**src/rtl/mem_stage_ctrl.sv**
```systemverilog
// -----------------------------------------------------------------------------
// mem_stage_ctrl
//
// Memory-stage access sequencer for the pipelined LC-3b. It takes the MEM-stage
// copy of the control word and drives the data-cache port.
//   - LDR/STR/LDB/STB/TRAP: one data-cache handshake.
//   - LDI/STI: a pointer read at addr_in, then the real access at the fetched
//     pointer (read for LDI, write for STI).
// The pipeline is stalled until the final access of an instruction completes.
// If another source has frozen the pipeline (hold_in) when the final response
// arrives, the result is parked in result_q and the access is not repeated.
//
// Ports:
//   clk, rst          pipeline clock, synchronous active-high reset
//   valid_in          MEM stage holds a valid instruction
//   mem_read_in       control word mem_read
//   mem_write_in      control word mem_write
//   is_ldi_in         control word is_ldi
//   is_sti_in         control word is_sti (arrives with mem_read_in=1)
//   byte_enable_in    control word mem_byte_enable
//   addr_in           effective address from the ALU
//   wdata_in          store data
//   hold_in           pipeline frozen by another source
//   dmem_resp         data-cache response, one-cycle pulse
//   dmem_rdata        data-cache read data, valid with dmem_resp
//   dmem_read         data-cache read request
//   dmem_write        data-cache write request
//   dmem_address      data-cache address
//   dmem_byte_enable  data-cache byte mask
//   dmem_wdata        data-cache write data
//   stall_out         hold all pipeline stages
//   rdata_out         load result for the MEM/WB register
// -----------------------------------------------------------------------------
module mem_stage_ctrl #(
  parameter int ADDR_WIDTH = 16,
  parameter int DATA_WIDTH = 16
) (
  input  logic                  clk,
  input  logic                  rst,
  input  logic                  valid_in,
  input  logic                  mem_read_in,
  input  logic                  mem_write_in,
  input  logic                  is_ldi_in,
  input  logic                  is_sti_in,
  input  logic [1:0]            byte_enable_in,
  input  logic [ADDR_WIDTH-1:0] addr_in,
  input  logic [DATA_WIDTH-1:0] wdata_in,
  input  logic                  hold_in,
  input  logic                  dmem_resp,
  input  logic [DATA_WIDTH-1:0] dmem_rdata,
  output logic                  dmem_read,
  output logic                  dmem_write,
  output logic [ADDR_WIDTH-1:0] dmem_address,
  output logic [1:0]            dmem_byte_enable,
  output logic [DATA_WIDTH-1:0] dmem_wdata,
  output logic                  stall_out,
  output logic [DATA_WIDTH-1:0] rdata_out
);

  typedef enum logic [1:0] {
    ST_IDLE     = 2'd0,
    ST_INDIRECT = 2'd1,
    ST_DONE     = 2'd2
  } state_t;

  state_t                state_q, state_d;
  logic [ADDR_WIDTH-1:0] ptr_q, ptr_d;
  logic [DATA_WIDTH-1:0] result_q, result_d;

  // Request class decode. Indirect wins over the plain read/write flags
  // because STI is encoded with mem_read set.
  logic req_ind;
  logic req_rd;
  logic req_wr;

  always_comb begin
    req_ind = valid_in & (is_ldi_in | is_sti_in);
    req_rd  = valid_in & ~req_ind & mem_read_in;
    req_wr  = valid_in & ~req_ind & ~mem_read_in & mem_write_in;
  end

  // Next-state and cache-port outputs.
  always_comb begin
    state_d          = state_q;
    ptr_d            = ptr_q;
    result_d         = result_q;
    dmem_read        = 1'b0;
    dmem_write       = 1'b0;
    dmem_address     = addr_in;
    dmem_byte_enable = byte_enable_in;
    dmem_wdata       = wdata_in;
    stall_out        = 1'b0;
    rdata_out        = result_q;

    unique case (state_q)
      ST_IDLE: begin
        if (req_ind) begin
          // Pointer fetch is always a full word.
          dmem_read        = 1'b1;
          dmem_byte_enable = 2'b11;
          stall_out        = 1'b1;
          if (dmem_resp) begin
            ptr_d   = ADDR_WIDTH'(dmem_rdata);
            state_d = ST_INDIRECT;
          end
        end else if (req_rd || req_wr) begin
          dmem_read  = req_rd;
          dmem_write = req_wr;
          stall_out  = 1'b1;
          if (dmem_resp) begin
            rdata_out = dmem_rdata;
            result_d  = dmem_rdata;
            if (hold_in) begin
              state_d = ST_DONE;
            end else begin
              stall_out = 1'b0;
            end
          end
        end
      end

      ST_INDIRECT: begin
        // valid_in is deliberately not consulted: a started access finishes.
        dmem_address     = ptr_q;
        dmem_byte_enable = 2'b11;
        stall_out        = 1'b1;
        if (is_ldi_in) begin
          dmem_read = 1'b1;
        end else begin
          dmem_write = 1'b1;
        end
        if (dmem_resp) begin
          rdata_out = dmem_rdata;
          if (is_ldi_in) begin
            result_d = dmem_rdata;
          end
          if (hold_in) begin
            state_d = ST_DONE;
          end else begin
            stall_out = 1'b0;
            state_d   = ST_IDLE;
          end
        end
      end

      ST_DONE: begin
        // Access already completed; only wait for the freeze to lift.
        if (!hold_in) begin
          state_d = ST_IDLE;
        end
      end

      default: begin
        state_d = ST_IDLE;
      end
    endcase

    // Reset suppresses requests and stall; any response in flight is dropped.
    if (rst) begin
      dmem_read  = 1'b0;
      dmem_write = 1'b0;
      stall_out  = 1'b0;
      rdata_out  = result_q;
    end
  end

  always_ff @(posedge clk) begin
    if (rst) begin
      state_q  <= ST_IDLE;
      ptr_q    <= '0;
      result_q <= '0;
    end else begin
      state_q  <= state_d;
      ptr_q    <= ptr_d;
      result_q <= result_d;
    end
  end

endmodule

```
**config.mk**
```make
export PLATFORM = sky130hd
export DESIGN_NAME = mem_stage_ctrl
export DESIGN_NICKNAME = d
export VERILOG_FILES = /design/src/rtl/mem_stage_ctrl.sv
export SDC_FILE = /design/constraint.sdc
export NUM_CORES = 1
export LEC_CHECK = 0
export CAP_MARGIN = 20
export CORE_UTILIZATION = 40
export DETAILED_ROUTE_END_ITERATION = 6
export HOLD_SLACK_MARGIN = 0.12
export PLACE_DENSITY = 0.78
export SLEW_MARGIN = 20
export SYNTH_ARGS = -nofsm -noshare
export SYNTH_HDL_FRONTEND = slang
export SYNTH_SLANG_ARGS = --single-unit
```
**constraint.sdc**
```tcl
create_clock -name clk -period 2.4 [get_ports clk]
set_input_delay 0.6 -clock clk [delete_from_list [all_inputs] [get_ports clk]]
set_output_delay 0.6 -clock clk [all_outputs]
set_load 0.05 [all_outputs]
```
; Word level (Yosys, flattened, before mapping)
; Index checks and enable logic that the tools add are counted.
[word_totals]
romBits = 0
ram_bits = 0
latch_bits = 0
mem_count = 0
reg_bits = 34
[classes]
multipliers = 0
addsub = 0
magnitude_cmp = 0
n_reduce_logical = 6
n_mux = 36
shifts = 0
eq_ne = 9
div = 0
n_bitwise = 8
[ops]
columns = cell, n
row1 = 2-to-1 mux 16 bit, 7
row2 = case mux 16 bit (2 select lines), 2
row3 = 2-to-1 mux 2 bit, 9
row4 = 2-to-1 mux 1 bit, 13
row5 = "!= test 3 bit, second input constant", 4
row6 = "!= test 2 bit, second input constant", 3
row7 = case mux 1 bit (2 select lines), 3
row8 = case mux 2 bit (3 select lines), 1
row9 = AND reduction 3 bit, 2
row10 = AND reduction 6 bit, 1
row11 = bitwise AND 1 bit, 5
row12 = case mux 2 bit (2 select lines), 1
row13 = "equality test 2 x 1 -> 1 bit, second input constant", 1
row14 = "equality test 2 bit, second input constant", 1
row15 = logical NOT 2 bit, 1
row16 = NOT 1 bit, 2
row17 = nonzero test 2 bit, 1
row18 = logical OR 1 bit, 1
row19 = OR 1 bit, 1

; Longest topological paths before layout
[logic_depth]
word_depth = 11
depth_mapped = 7
mapped_depth_nobuf = 4

; Worst setup path after synthesis
; OpenSTA, ideal clock, no wires.
[synth_timing]
path_kind = input to output
start = in dmem_resp
end = out stall_out
t_arrival_ns = 3.363
n_path_buf = 1
path_slack_ns = -1.563
cell_stages = 3
t_required_ns = 1.800
cell_sequence = buf_2 > nor3b_1 > a2111oi_0
[synth_via]
elab_chain_cells = 5
[synth_lines]
columns = element, line_no
row1 = from (decl), 49  ; input logic dmem_resp,
row2 = 2-to-1 mux 1 bit (*), 110  ; if (dmem_resp) begin
row3 = 2-to-1 mux 1 bit, 106  ; end else if (req_rd || req_wr) begin
row4 = 2-to-1 mux 1 bit, 97  ; if (req_ind) begin
row5 = case mux 1 bit (2 select lines) (*), 95  ; unique case (state_q)
row6 = 2-to-1 mux 1 bit (*), 159  ; if (rst) begin
row7 = to (decl), 56  ; output logic stall_out,
; Every way passes the cells marked *; elsewhere a longest branch is shown, timed or not.

; Worst setup path in the final report
[layout_timing]
start = in is_sti_in
end = out rdata_out[14]
[layout_via]
elab_chain_cells = 11
word_cells_on_any_way = 12
classes_between = mux: 4 / bitwise: 7 / reduce/logical: 1
[layout_lines]
columns = element, line_no
row1 = from (decl), 44  ; input logic is_sti_in,
row2 = OR 1 bit (*), 77  ; req_ind = valid_in & (is_ldi_in | is_sti_in);
row3 = bitwise AND 1 bit (*), 77
row4 = NOT 1 bit, "78, 79"
row5 = bitwise AND 1 bit, "78, 79"
row6 = bitwise AND 1 bit (2 in a row), 79  ; req_wr = valid_in & ~req_ind & ~mem_read_in & mem_write_in;
row7 = logical OR 1 bit, 106
row8 = 2-to-1 mux 16 bit, 106
row9 = 2-to-1 mux 16 bit (*), 97
row10 = case mux 16 bit (2 select lines) (*), 95
row11 = 2-to-1 mux 16 bit (*), 159
row12 = to (decl), 57  ; output logic [DATA_WIDTH-1:0] rdata_out
; Marks and branches as above.

==> results.cfg <==
[outcome]
outcome = finished, violations left
violations = setup timing

[sta]
min_period_ns = 2.51
slew_violations = 0
setup_tns_ns = -1.64
fmax_mhz = 398
fin_hold_ws_ns = 0.455
period_share_pct = 105
finClkSkew_ns = 0.00214
worst_pin_slew_ns = 0.410
setup_slack_ns = -0.112
grt_setup_unrepaired = yes
relSlewSlack_pct = 72.6
setup_viol = 16
hold_viol_final = 0

[detailed_routing]
dr.pass1.iters = 4
drt_wl_total_um = 6640
drc = 0
routed_via_density = 5.40
dr_wl_met2_um = 3320
met1_length_um = 2810
ant_nets = 0
wire_per_inst_um = 16.6
first_iter_violations = 126
highest_layer = met4
routed-wl-met3_um = 370
dr_total_vias = 2159

[power_and_ir_drop]
powerDensity_nw_per_um2 = 489
vdd_drop_max_uv = 733
p_clk_share_pct = 30.4
p_int_uw = 1220
leakagePower_uw = 0.00147
switchingPower_uw = 523
switching_share_pct = 30.0
combPwrFrac_pct = 35.1
pwr-share-seq_pct = 34.5

[clock_tree]
clock_latency_ns = 0.28
cts-root-buf = clkbuf_8
h-tree-depth = 2
path_clk_slew_ns = 0.06
cts.sinks = 34
cts_buffers = 5
ctsLongestPathBuffers = 2
cts_tree = yes

[floorplanning]
rows = 26
die-area_sq_um = 5640
coreArea_sq_um = 5140
die_h_um = 75.1
start_util_pct = 41.6
die_w_um = 75.1
io_pins = 112

[global_route]
grt_pass1_vias = 2146
grt_pass1_wl_um = 10400
track_usage_pct = 24.4
grt_max_degree = 28
grt.overflow.total = 0
antenna_found_initial = 0

[synthesis]
avgSynthCellArea_sq_um = 8.75
synth_area_sq_um = 2140
synth_cells = 244
synth-edff-count = 0
synth.area.top_cells = dfxtp_1 (32%), mux2_2 (12%), nand2_1 (7.9%)
synth_top_area_share_pct = 31.9
synth_top_area_cell = dfxtp_1
ys_top_cells_by_count = nand2_1 (45), dfxtp_1 (34), a21oi_1 (30)
yosysSeqAreaShare_pct = 31.9
async_reset_ff_share_pct = 0
synth_cell_types = 31
yosys_warnings = 0
synth_nets = 303
ys_ff_latch = 34
synth_most_common_cell = nand2_1
ys.flop_type = dfxtp_1

[placed_design]
dp.cells = 388
hpwlAfterDp_um = 4620
port-buffer-count = 79
place.gp.congestion = 0.809

[run]
maxCapViolations = 0

[critical_path]
ff2ff_path_depth = 5
critPathBufInv = 3
worst_path_max_delay_cell = nor4b_4
critPathRequiredTime_ns = 1.80
crit_arrival_ns = 1.91
critical_path.top_delay_family = buffers and inverters
crit_chain = buf_8 > nor4b_4 > o211ai_4 > buf_12 > mux2_4 > buf_6
cp-start-kind = primary input
r2r_slack_ns = 0.50
rr_startpoint = state_q[0]$_SDFFE_PP0P_
cp-end-kind = output port
r2r-end = result_q[7]$_SDFFE_PP0P_
critical_path_class = primary input to output port
crit_path_max_fanout = 8
slowest_delay_ns = 0.37

[final_layout]
areaGrowthSynthToFinish_pct = 66.9
drive_gt1_share_pct = 39.7
fillCellCount = 380
diodes = 0
fin_cells = 400
fin_util_pct = 69.4
nNetsFinal = 389

[worst_hold_path]
min_path_type = register to register
hold_depth = 2
min_to = ptr_q[5]$_SDFFE_PP0P_
min_from = ptr_q[5]$_SDFFE_PP0P_
## power groups by stage
| stage | Combinational [uW] | Sequential, uW | Clock (uW) |
|---|---|---|---|
| 6_report | 612 | 602 | 529 |
| 5_1_grt | 639 | 604 | 568 |
| 4_1_cts | 597 | 601 | 541 |
| 3_5_place_dp | 565 | 613 | 0 |
| 3_3_place_gp | 557 | 612 | 0 |
| 2_1_floorplan | 370 | 608 | 0 |
## layer usage
| layer | GRT usage (%) | vias up |
|---|---|---|
| li1 | - | 1034 |
| met1 | 32.1 | 1032 |
| met2 | 39.1 | 76 |
| met3 | 4.15 | 17 |
| met4 | 11.3 | 0 |
| met5 | 0 | - |
## layout by cell type (no fill, tap or decap), types with 2 or more instances in the layout
master,n
a221o_1,12
dlygate4sd2_1,2
clkbuf_8,6
nor2_1,11
inv_1,2
nand2b_1,4
buf_12,20
or2_4,2
buf_8,12
nor4b_4,2
mux2_4,16
buf_2,2
nor2_4,2
buf_4,32
a31oi_1,2
mux2i_1,4
dfxtp_1,34
nand2_1,45
clkdlybuf4s50_1,35
a21oi_1,30
buf_6,11
mux2_2,16
nand4_1,12
## metrics by stage
| stage | setup slack, ns | cell area [sq um] | power [uW] |
|---|---|---|---|
| floorplan | 0.0146 | 2170 | 977 |
| global placement | -0.429 | 3220 | 1170 |
| finish | -0.112 | 3560 | 1740 |
| detailed placement | -0.492 | 3220 | 1180 |
| global route | -0.129 | 3560 | 1810 |
| CTS | -0.0859 | 3520 | 1740 |
## sequential cells by signal (all words and copies together), names as in the netlist
| name | count |
|---|---|
| state_q | 2 |
| result_q | 16 |
| ptr_q | 16 |
## worst max path at each step
stage | start | endpoint | slack (ns) | cells after the start
floorplan | is_ldi_in | rdata_out[10] | 0.01 | 5
global placement | mem_read_in | rdata_out[1] | -0.43 | 7
finish | is_sti_in | rdata_out[14] | -0.11 | 6
global route | is_sti_in | rdata_out[3] | -0.13 | 6
detailed placement | mem_write_in | rdata_out[3] | -0.49 | 7
CTS | is_sti_in | rdata_out[11] | -0.09 | 6
## kinds of logic (layout without fill, tap and decap cells)
kind of cell / count (synthesis) / count (layout) / synth area share, %
and+or+nand+nor: 85 / 85 / 20.3
AOI/OAI and AO/OA: 51 / 51 / 16.6
buffers and inverters: 38 / 124 / 10.7
muxes: 36 / 36 / 20.5
DFF: 34 / 34 / 31.9
## area by class of cell
type	count	area, sq um	area share (%)
clock buffers	6	82.6	2.32
clock inverters	1	30.0	0.842
inverters	2	7.51	0.211
multi-input cells	172	1330	37.2
flip-flops and latches	34	681	19.1
well taps	70	87.6	2.46
repair buffers	115	1350	37.9
## tightest hold or removal path, delay by kind of cell, from the launching register on
family | cells | cell delay [ns]
flops | 1 | 0.31
simple gates | 1 | 0.05
compound gates | 1 | 0.05
## what timing repair did
action                     4_1_cts  5_1_grt
setup buffers                    3        1
setup endpoints to repair       21       35
pin swaps                        4        0
gates resized for setup         66       10
hold buffers                     0        0
cloned                           1        0
Power figures use the tool's default switching activity.
